### config.mk
export PLATFORM = sky130hd
export DESIGN_NAME = mem_port_arbiter_flat
export DESIGN_NICKNAME = d
export VERILOG_FILES = /design/src/rtl/mem_port_arbiter_if.sv /design/src/rtl/mem_port_arbiter.sv /design/src/flat_wrapper.sv
export SDC_FILE = /design/constraint.sdc
export NUM_CORES = 1
export LEC_CHECK = 0
export BUFFER_PORTS_ARGS = -buffer_cell sky130_fd_sc_hd__buf_2
export CORE_AREA = 2 2 81 83
export DETAILED_ROUTE_END_ITERATION = 10
export DIE_AREA = 0 0 83 85
export MAX_ROUTING_LAYER = met4
export PLACE_DENSITY = 0.67
export REMOVE_ABC_BUFFERS = 1
export SYNTH_ARGS = -nofsm -noshare
export SYNTH_HDL_FRONTEND = slang
export SYNTH_SLANG_ARGS = --single-unit
### constraint.sdc
create_clock -name clk -period 2.1 [get_ports clk]
set_clock_uncertainty 0.2 [all_clocks]
set_input_delay 0.315 -clock clk [delete_from_list [all_inputs] [get_ports clk]]
set_output_delay 0.315 -clock clk [all_outputs]
set_load 0.02 [all_outputs]
### src/rtl/mem_port_arbiter_if.sv
// rtl/mem_port_arbiter_if.sv - fetch, data and memory bus bundle for the memory port arbiter
interface mem_port_arbiter_if #(
    parameter int ADDR_WIDTH = 10,
    parameter int DATA_WIDTH = 32
);
    localparam int BE_WIDTH = DATA_WIDTH / 8;

    logic                  if_req;
    logic [ADDR_WIDTH-1:0] if_addr;
    logic                  if_ready;
    logic                  if_rvalid;
    logic [DATA_WIDTH-1:0] if_rdata;

    logic                  d_req;
    logic                  d_we;
    logic [ADDR_WIDTH-1:0] d_addr;
    logic [DATA_WIDTH-1:0] d_wdata;
    logic [BE_WIDTH-1:0]   d_be;
    logic                  d_ready;
    logic                  d_rvalid;
    logic [DATA_WIDTH-1:0] d_rdata;

    logic                  mem_en;
    logic                  mem_we;
    logic [BE_WIDTH-1:0]   mem_be;
    logic [ADDR_WIDTH-1:0] mem_addr;
    logic [DATA_WIDTH-1:0] mem_wdata;
    logic [DATA_WIDTH-1:0] mem_rdata;

    // Requesters and memory together form the master side.
    modport master (
        output if_req, if_addr, d_req, d_we, d_addr, d_wdata, d_be, mem_rdata,
        input  if_ready, if_rvalid, if_rdata, d_ready, d_rvalid, d_rdata,
        input  mem_en, mem_we, mem_be, mem_addr, mem_wdata
    );

    modport slave (
        input  if_req, if_addr, d_req, d_we, d_addr, d_wdata, d_be, mem_rdata,
        output if_ready, if_rvalid, if_rdata, d_ready, d_rvalid, d_rdata,
        output mem_en, mem_we, mem_be, mem_addr, mem_wdata
    );
endinterface

### src/rtl/mem_port_arbiter.sv
// rtl/mem_port_arbiter.sv - single-port memory arbiter, data-first with bounded fetch starvation
module mem_port_arbiter #(
    parameter int ADDR_WIDTH     = 10,
    parameter int DATA_WIDTH     = 32,
    parameter int MAX_DATA_BURST = 3
) (
    input  logic               clk,
    input  logic               reset,
    mem_port_arbiter_if.slave  bus
);
    localparam int BE_WIDTH = DATA_WIDTH / 8;

    typedef enum logic [1:0] {
        OWN_NONE = 2'd0,
        OWN_IF   = 2'd1,
        OWN_D    = 2'd2
    } owner_t;

    owner_t rd_owner;
    logic   streak_full;
    logic   if_grant;
    logic   d_grant;

    // Grants are forced low while reset is held so every output sits at zero.
    assign if_grant = !reset && bus.if_req && (!bus.d_req || streak_full);
    assign d_grant  = !reset && bus.d_req && !(bus.if_req && streak_full);

    generate
        if (MAX_DATA_BURST == 0) begin : g_no_streak
            assign streak_full = 1'b1;
        end else begin : g_streak
            localparam int SW = $clog2(MAX_DATA_BURST + 1);
            logic [SW-1:0] streak;

            always_ff @(posedge clk or posedge reset) begin
                if (reset) begin
                    streak <= '0;
                end else if (!bus.if_req || if_grant) begin
                    streak <= '0;
                end else if (d_grant && streak != SW'(MAX_DATA_BURST)) begin
                    streak <= streak + 1'b1;
                end
            end

            assign streak_full = (streak == SW'(MAX_DATA_BURST));
        end
    endgenerate

    always_comb begin
        bus.mem_en    = 1'b0;
        bus.mem_we    = 1'b0;
        bus.mem_be    = {BE_WIDTH{1'b0}};
        bus.mem_addr  = {ADDR_WIDTH{1'b0}};
        bus.mem_wdata = {DATA_WIDTH{1'b0}};
        if (d_grant) begin
            bus.mem_en    = 1'b1;
            bus.mem_we    = bus.d_we;
            bus.mem_be    = bus.d_we ? bus.d_be : {BE_WIDTH{1'b1}};
            bus.mem_addr  = bus.d_addr;
            bus.mem_wdata = bus.d_wdata;
        end else if (if_grant) begin
            bus.mem_en    = 1'b1;
            bus.mem_be    = {BE_WIDTH{1'b1}};
            bus.mem_addr  = bus.if_addr;
        end
    end

    // Remembers which requester owns the memory's next-cycle read data.
    always_ff @(posedge clk or posedge reset) begin
        if (reset) begin
            rd_owner <= OWN_NONE;
        end else if (if_grant) begin
            rd_owner <= OWN_IF;
        end else if (d_grant && !bus.d_we) begin
            rd_owner <= OWN_D;
        end else begin
            rd_owner <= OWN_NONE;
        end
    end

    assign bus.if_ready  = if_grant;
    assign bus.d_ready   = d_grant;
    assign bus.if_rvalid = (rd_owner == OWN_IF);
    assign bus.d_rvalid  = (rd_owner == OWN_D);
    assign bus.if_rdata  = (rd_owner == OWN_IF) ? bus.mem_rdata : {DATA_WIDTH{1'b0}};
    assign bus.d_rdata   = (rd_owner == OWN_D)  ? bus.mem_rdata : {DATA_WIDTH{1'b0}};
endmodule

### src/flat_wrapper.sv
// flat-port wrapper written by rule: the top's interface ports become plain ports
module mem_port_arbiter_flat 
#(
    parameter int ADDR_WIDTH     = 10,
    parameter int DATA_WIDTH     = 32,
    parameter int MAX_DATA_BURST = 3
)
  (clk, reset, bus_if_req, bus_if_addr, bus_d_req, bus_d_we, bus_d_addr, bus_d_wdata, bus_d_be, bus_mem_rdata, bus_if_ready, bus_if_rvalid, bus_if_rdata, bus_d_ready, bus_d_rvalid, bus_d_rdata, bus_mem_en, bus_mem_we, bus_mem_be, bus_mem_addr, bus_mem_wdata);
  mem_port_arbiter_if #(.ADDR_WIDTH(ADDR_WIDTH), .DATA_WIDTH(DATA_WIDTH)) bus_i ();
  input  logic clk;
  input  logic reset;
  input wire logic [$bits(bus_i.if_req)-1:0] bus_if_req;
  input wire logic [$bits(bus_i.if_addr)-1:0] bus_if_addr;
  input wire logic [$bits(bus_i.d_req)-1:0] bus_d_req;
  input wire logic [$bits(bus_i.d_we)-1:0] bus_d_we;
  input wire logic [$bits(bus_i.d_addr)-1:0] bus_d_addr;
  input wire logic [$bits(bus_i.d_wdata)-1:0] bus_d_wdata;
  input wire logic [$bits(bus_i.d_be)-1:0] bus_d_be;
  input wire logic [$bits(bus_i.mem_rdata)-1:0] bus_mem_rdata;
  output wire logic [$bits(bus_i.if_ready)-1:0] bus_if_ready;
  output wire logic [$bits(bus_i.if_rvalid)-1:0] bus_if_rvalid;
  output wire logic [$bits(bus_i.if_rdata)-1:0] bus_if_rdata;
  output wire logic [$bits(bus_i.d_ready)-1:0] bus_d_ready;
  output wire logic [$bits(bus_i.d_rvalid)-1:0] bus_d_rvalid;
  output wire logic [$bits(bus_i.d_rdata)-1:0] bus_d_rdata;
  output wire logic [$bits(bus_i.mem_en)-1:0] bus_mem_en;
  output wire logic [$bits(bus_i.mem_we)-1:0] bus_mem_we;
  output wire logic [$bits(bus_i.mem_be)-1:0] bus_mem_be;
  output wire logic [$bits(bus_i.mem_addr)-1:0] bus_mem_addr;
  output wire logic [$bits(bus_i.mem_wdata)-1:0] bus_mem_wdata;
  assign bus_i.if_req = bus_if_req;
  assign bus_i.if_addr = bus_if_addr;
  assign bus_i.d_req = bus_d_req;
  assign bus_i.d_we = bus_d_we;
  assign bus_i.d_addr = bus_d_addr;
  assign bus_i.d_wdata = bus_d_wdata;
  assign bus_i.d_be = bus_d_be;
  assign bus_i.mem_rdata = bus_mem_rdata;
  assign bus_if_ready = bus_i.if_ready;
  assign bus_if_rvalid = bus_i.if_rvalid;
  assign bus_if_rdata = bus_i.if_rdata;
  assign bus_d_ready = bus_i.d_ready;
  assign bus_d_rvalid = bus_i.d_rvalid;
  assign bus_d_rdata = bus_i.d_rdata;
  assign bus_mem_en = bus_i.mem_en;
  assign bus_mem_we = bus_i.mem_we;
  assign bus_mem_be = bus_i.mem_be;
  assign bus_mem_addr = bus_i.mem_addr;
  assign bus_mem_wdata = bus_i.mem_wdata;
  mem_port_arbiter #(.ADDR_WIDTH(ADDR_WIDTH), .DATA_WIDTH(DATA_WIDTH), .MAX_DATA_BURST(MAX_DATA_BURST)) u_core (.clk(clk), .reset(reset), .bus(bus_i));
endmodule
* After elaboration in Yosys (flattened, before gate mapping)
Index checks and enable logic that the tools add are counted.
Widths: inputs -> output; s select.
** Cells by class
- $add $sub $neg :: 1
- Equality and inequality tests :: 4
- Div/mod/pow operators :: 0
- Multiplexer cells :: 15
- Multipliers :: 0
- Order comparisons :: 0
- Shift-type cells :: 0
- Bitwise logic cells :: 0
- Reduce and logical (&&, ||, !) cells :: 15
** Operators by type and width (number)
- $mux 32 :: 3
- $mux 10 :: 2
- $mux 4 :: 3
- $mux 2 :: 4
- $logic_and 1x1->1 :: 7
- $logic_not 1->1 :: 5
- $eq 2x2->1 const B :: 2
- $mux 1 :: 3
- $add 2x1->2 const B :: 1
- $eq 2x1->1 const B :: 1
- $logic_or 1x1->1 :: 2
- $ne 2x2->1 const B :: 1
- $reduce_bool 2->1 :: 1
** Word-level totals
- ROM bits :: 0
- Bits in writable memories :: 0
- Latch bits :: 0
- Register bits :: 4
- Memories :: 0
- Input port bits :: 93

* Depth between registers and ports, before layout
- Depth after elaboration :: 7
- Depth in mapped cells :: 6

* Worst setup path before layout
Ideal clock, no wire load.
- Kind :: register to output
- From :: register u_core.g_streak.streak[0]
- To :: output bus_mem_addr[2]
- Slack :: 315 ps
- Cell stages (with the launch flop) :: 5
- Data required time :: 1585 ps
- Arrival time :: 1270 ps
- Buffers on the path :: 0
- Cell sequence :: dfrtp_1 ha_1 a21boi_2 a32oi_1 nor2_1
** Between the ends
- Longest elaborated chain between the ends :: 5
- Elaborated cells between the ends (all ways) :: 8
- Those cells by class :: eq/ne: 1; mux: 2; reduce/logical: 5
** Ends and longest elaborated chain
- start, declared :: line mem_port_arbiter.sv:33 : logic [SW-1:0] streak;
- start signal, assigned :: line mem_port_arbiter.sv:41 : streak <= streak + 1'b1;
- $eq 2x2->1 (*) :: line mem_port_arbiter.sv:45 : assign streak_full = (streak == SW'(MAX_DATA_BURST));
- $logic_or 1x1->1 or $logic_and 1x1->1 (tied branches) :: line mem_port_arbiter.sv:25, mem_port_arbiter.sv:26
- $logic_and 1x1->1 or $logic_not 1->1 (tied branches) :: line mem_port_arbiter.sv:25, mem_port_arbiter.sv:26
- $mux 10 or $logic_and 1x1->1 (tied branches) :: line mem_port_arbiter.sv:61, mem_port_arbiter.sv:26
- $mux 10 (*) :: line mem_port_arbiter.sv:55 : if (d_grant) begin
- end, declared :: line flat_wrapper.sv:29 : output wire logic [$bits(bus_i.mem_addr)-1:0] bus_mem_addr;
Every way passes the cells marked *; elsewhere a longest branch is shown, timed or not.

* Worst setup path after layout
- From :: register u_core.g_streak.streak[1]
- To :: output bus_mem_wdata[2]
** Between the ends
- Longest elaborated chain between the ends :: 5
** Ends and longest elaborated chain
- $eq 2x2->1 :: line mem_port_arbiter.sv:45
- $logic_and 1x1->1 :: line mem_port_arbiter.sv:26 : assign d_grant = !reset && bus.d_req && !(bus.if_req && streak_full);
- $logic_not 1->1 :: line mem_port_arbiter.sv:26
- $logic_and 1x1->1 :: line mem_port_arbiter.sv:26
- $mux 32 :: line mem_port_arbiter.sv:55
- end, declared :: line flat_wrapper.sv:30 : output wire logic [$bits(bus_i.mem_wdata)-1:0] bus_mem_wdata;
No other way between the ends.

==> results.toml <==
[route]
postRouteAntennaNets = 0
vias = 1903
drt_iter0_drc = 25
post_drt_via_cell_ratio = 4.201
drc = 0
wl_per_cell_um = 12.13
wirelength_um = 5496
firstDrtPassIters = 4

[die]
die_area_mm2 = 0.007055
row_count = 29
start_util_pct = 18.25
chipWidth_um = 83
placeableCoreArea_mm2 = 0.006205
io_pins = 209
die_h_um = 85

[synthesis]
synth_fa_ha_area_share_pct = 1.105
synth_xor_area_share_pct = 0
yosys-top-cells-area = "and2_1 (44%), and2_4 (15%), dfrtp_1 (8.8%), a32oi_1 (7.7%), nor2_1 (4.3%)"
synth_mux_area_share_pct = 0
yosysWarningCount = 0
synth_cells = 164
ys_seq_area_share_pct = 8.840
yosys.area_share.simple_pct = 67.40
ys_types = 21
yosysTopAreaCellShare_pct = 43.65
syn_area_mm2 = 0.001132
synth_compound_area_share_pct = 13.59
synth_top_family_by_area = "simple AND/OR/NAND/NOR gates"
netlist.top_cell.by_area = "and2_1"
ys_ff_latch = 4
syn_area_per_cell_um2 = 6.904

[timing]
rsz0062_at_grt = "yes"
drv_slew = 0
min_period_ns = 2.055
worst_slew_pin_slew_ns = 0.2843
layout_setup_ws_ns = 0.04457
report.final.setup_viol = 0
hold_viol = 0
timing.fmax_mhz = 486.5
period_share_pct = 97.88
relSlewSlack_pct = 81.00

[placement]
dpl.hpwl_um = 4484
postPlaceCellArea_mm2 = 0.002232
port_buffers = 208
routabilityCongestion = 0.8131
dp_slack_ns = 0.07666

[worst_setup_path]
cp.arrival_ns = 1.54
crit_path_top_delay_cell = "dfrtp_1"
critPathRequiredTime_ns = 1.58
worstSetupEndpointType = "output port"
worst_setup_path_start_kind = "register"
crit_type = "reg -> out"
worstPathCellList = "ha_4 -> nand2_2 -> and3_4 -> clkbuf_16 -> and2_1 -> buf_4"
cpPeakStageDelay_ns = 0.40
worstPathMaxFanout = 9

[final_layout]
nets = 468
final_area_mm2 = 0.002549
layout_common_cells = "buf_2 (175), and2_1 (78), buf_4 (25)"
drive_gt1_share_pct = 66.40
syn_to_final_growth_pct = 125.1
final_common_cell = "buf_2"

[outcome]
status = "finished clean"

[global_routing]
use_met1_pct = 13.63
grt_pass1_vias = 1698
grt_max_degree = 34
top_usage_layer = "met2"
grt_pass1_wl_um = 7935
use_met2_pct = 25.66
grt_overflow = 0
antenna_found_initial = 4
grt_usage_pct = 14.23
gr-usage-met3_pct = 6.226

[power]
power_density_mw_per_mm2 = 269.2
leakage_nw = 1.565
peakVddDrop_v = 0.0002380

[worst_hold_path]
hp-class = "in -> reg"

[clocking]
insertion_delay_ns = 0.22
path_clk_slew_ns = 0.03
cts_buffer_depth = 2
clockRootBuffer = "clkbuf_8"
cts_made_buffers = 3
clock-sinks = 4
cts-htree-levels = 1
cts_tree = "yes"

[run]
maxCapViolCount = 0
==> registers in the layout, summed over array words and instances (netlist names) <==
| register | count |
|---|---|
| u_core.rd_owner | 2 |
| u_core.g_streak.streak | 2 |
==> worst max-delay path, delay by kind of cell (launching register included) <==
kind	cells	cell delay, ns
AND/OR/NAND/NOR	3	0.42
flip-flops	1	0.40
buffers and inverters	2	0.30
adder cells (fa/ha/maj)	1	0.19
==> metal layers <==
metal | up-vias | wire length, µm
met2 | 134 | 2717
met1 | 814 | 2001
met4 | 0 | 89
li1 | 947 | -
met3 | 8 | 688
met5 | - | 0
==> area by class of cell <==
| class | instances | area [µm²] |
|---|---|---|
| Timing Repair Buffer | 220 | 1326 |
| Antenna cell | 4 | 10.01 |
| Fill cell | 645 | 3656 |
| Clock buffer | 3 | 41.29 |
| Tap cell | 77 | 96.34 |
| Sequential cell | 4 | 100.1 |
| Multi-Input combinational cell | 143 | 967.2 |
| Inverter | 2 | 7.507 |
==> stage by stage <==
| step | instances | util, % | setup TNS, ns | power [mW] | hold slack (ns) |
|---|---|---|---|---|---|
| after global placement | 440 | 35.98 | 0 | 0.4691 | 0.1010 |
| after CTS | 446 | 38.13 | 0 | 0.6646 | 0.2084 |
| after global routing | 453 | 41.08 | -0.04500 | 0.7328 | 0.2378 |
| final | 453 | 41.08 | 0 | 0.6861 | 0.2348 |
| after floorplan | 149 | - | -9.517 | 0.2818 | -0.1055 |
| after detailed placement | 440 | 35.98 | 0 | 0.4743 | 0.09770 |
==> final timing paths <==
| path | startpoint | end | slack (ns) | depth (start not counted) |
|---|---|---|---|---|
| max | u_core.g_streak.streak[1] | bus_mem_wdata[2] | 0.04 | 6 |
| min | bus_if_req | u_core.g_streak.streak[0] | 0.23 | 2 |
| max reg2reg | u_core.g_streak.streak[1] | u_core.g_streak.streak[0] | 0.55 | 4 |
| min reg2reg | u_core.g_streak.streak[1] | u_core.g_streak.streak[1] | 0.51 | 3 |
| max in group asynchronous | reset | u_core.g_streak.streak[1] | 1.16 | 4 |
| min in group asynchronous | reset | u_core.rd_owner[1] | 0.44 | 4 |
==> cells in the mapped netlist, drive strengths merged <==
library cell and count:
nor2 13, clkbuf 6, a21boi 3, a32oi 10, dfrtp 4, buf 9, nand2b 1, o21ai 4
a21oi 4, inv 2, and3 1, or3 1, and2 98, nand3b 1, nand2 4, nor2b 2
ha 1
==> where the power goes <==
group	switching (mW)	total, mW	internal (mW)
Combinational	0.226	0.439	0.213
Sequential	0.00218	0.0827	0.0805
Clock	0.0419	0.164	0.122
Total	0.270	0.686	0.416
==> kinds of logic after synthesis <==
| family | count (synthesis) |
|---|---|
| flops | 4 |
| fa+ha+maj | 1 |
| compound gates | 21 |
| simple gates | 121 |
| buf+inv | 17 |
==> what timing repair did <==
| action | CTS | global route |
|---|---|---|
| gates resized for setup | 20 | 40 |
| gates cloned | 1 | 1 |
| setup endpoints to repair | 48 | 38 |
| buffers inserted | 1 | 2 |
| endpoints found under the hold margin | 4 | 0 |
| pin swaps | 0 | 1 |
| hold buffers | 1 | 0 |
(Power assumes the default switching activity.)
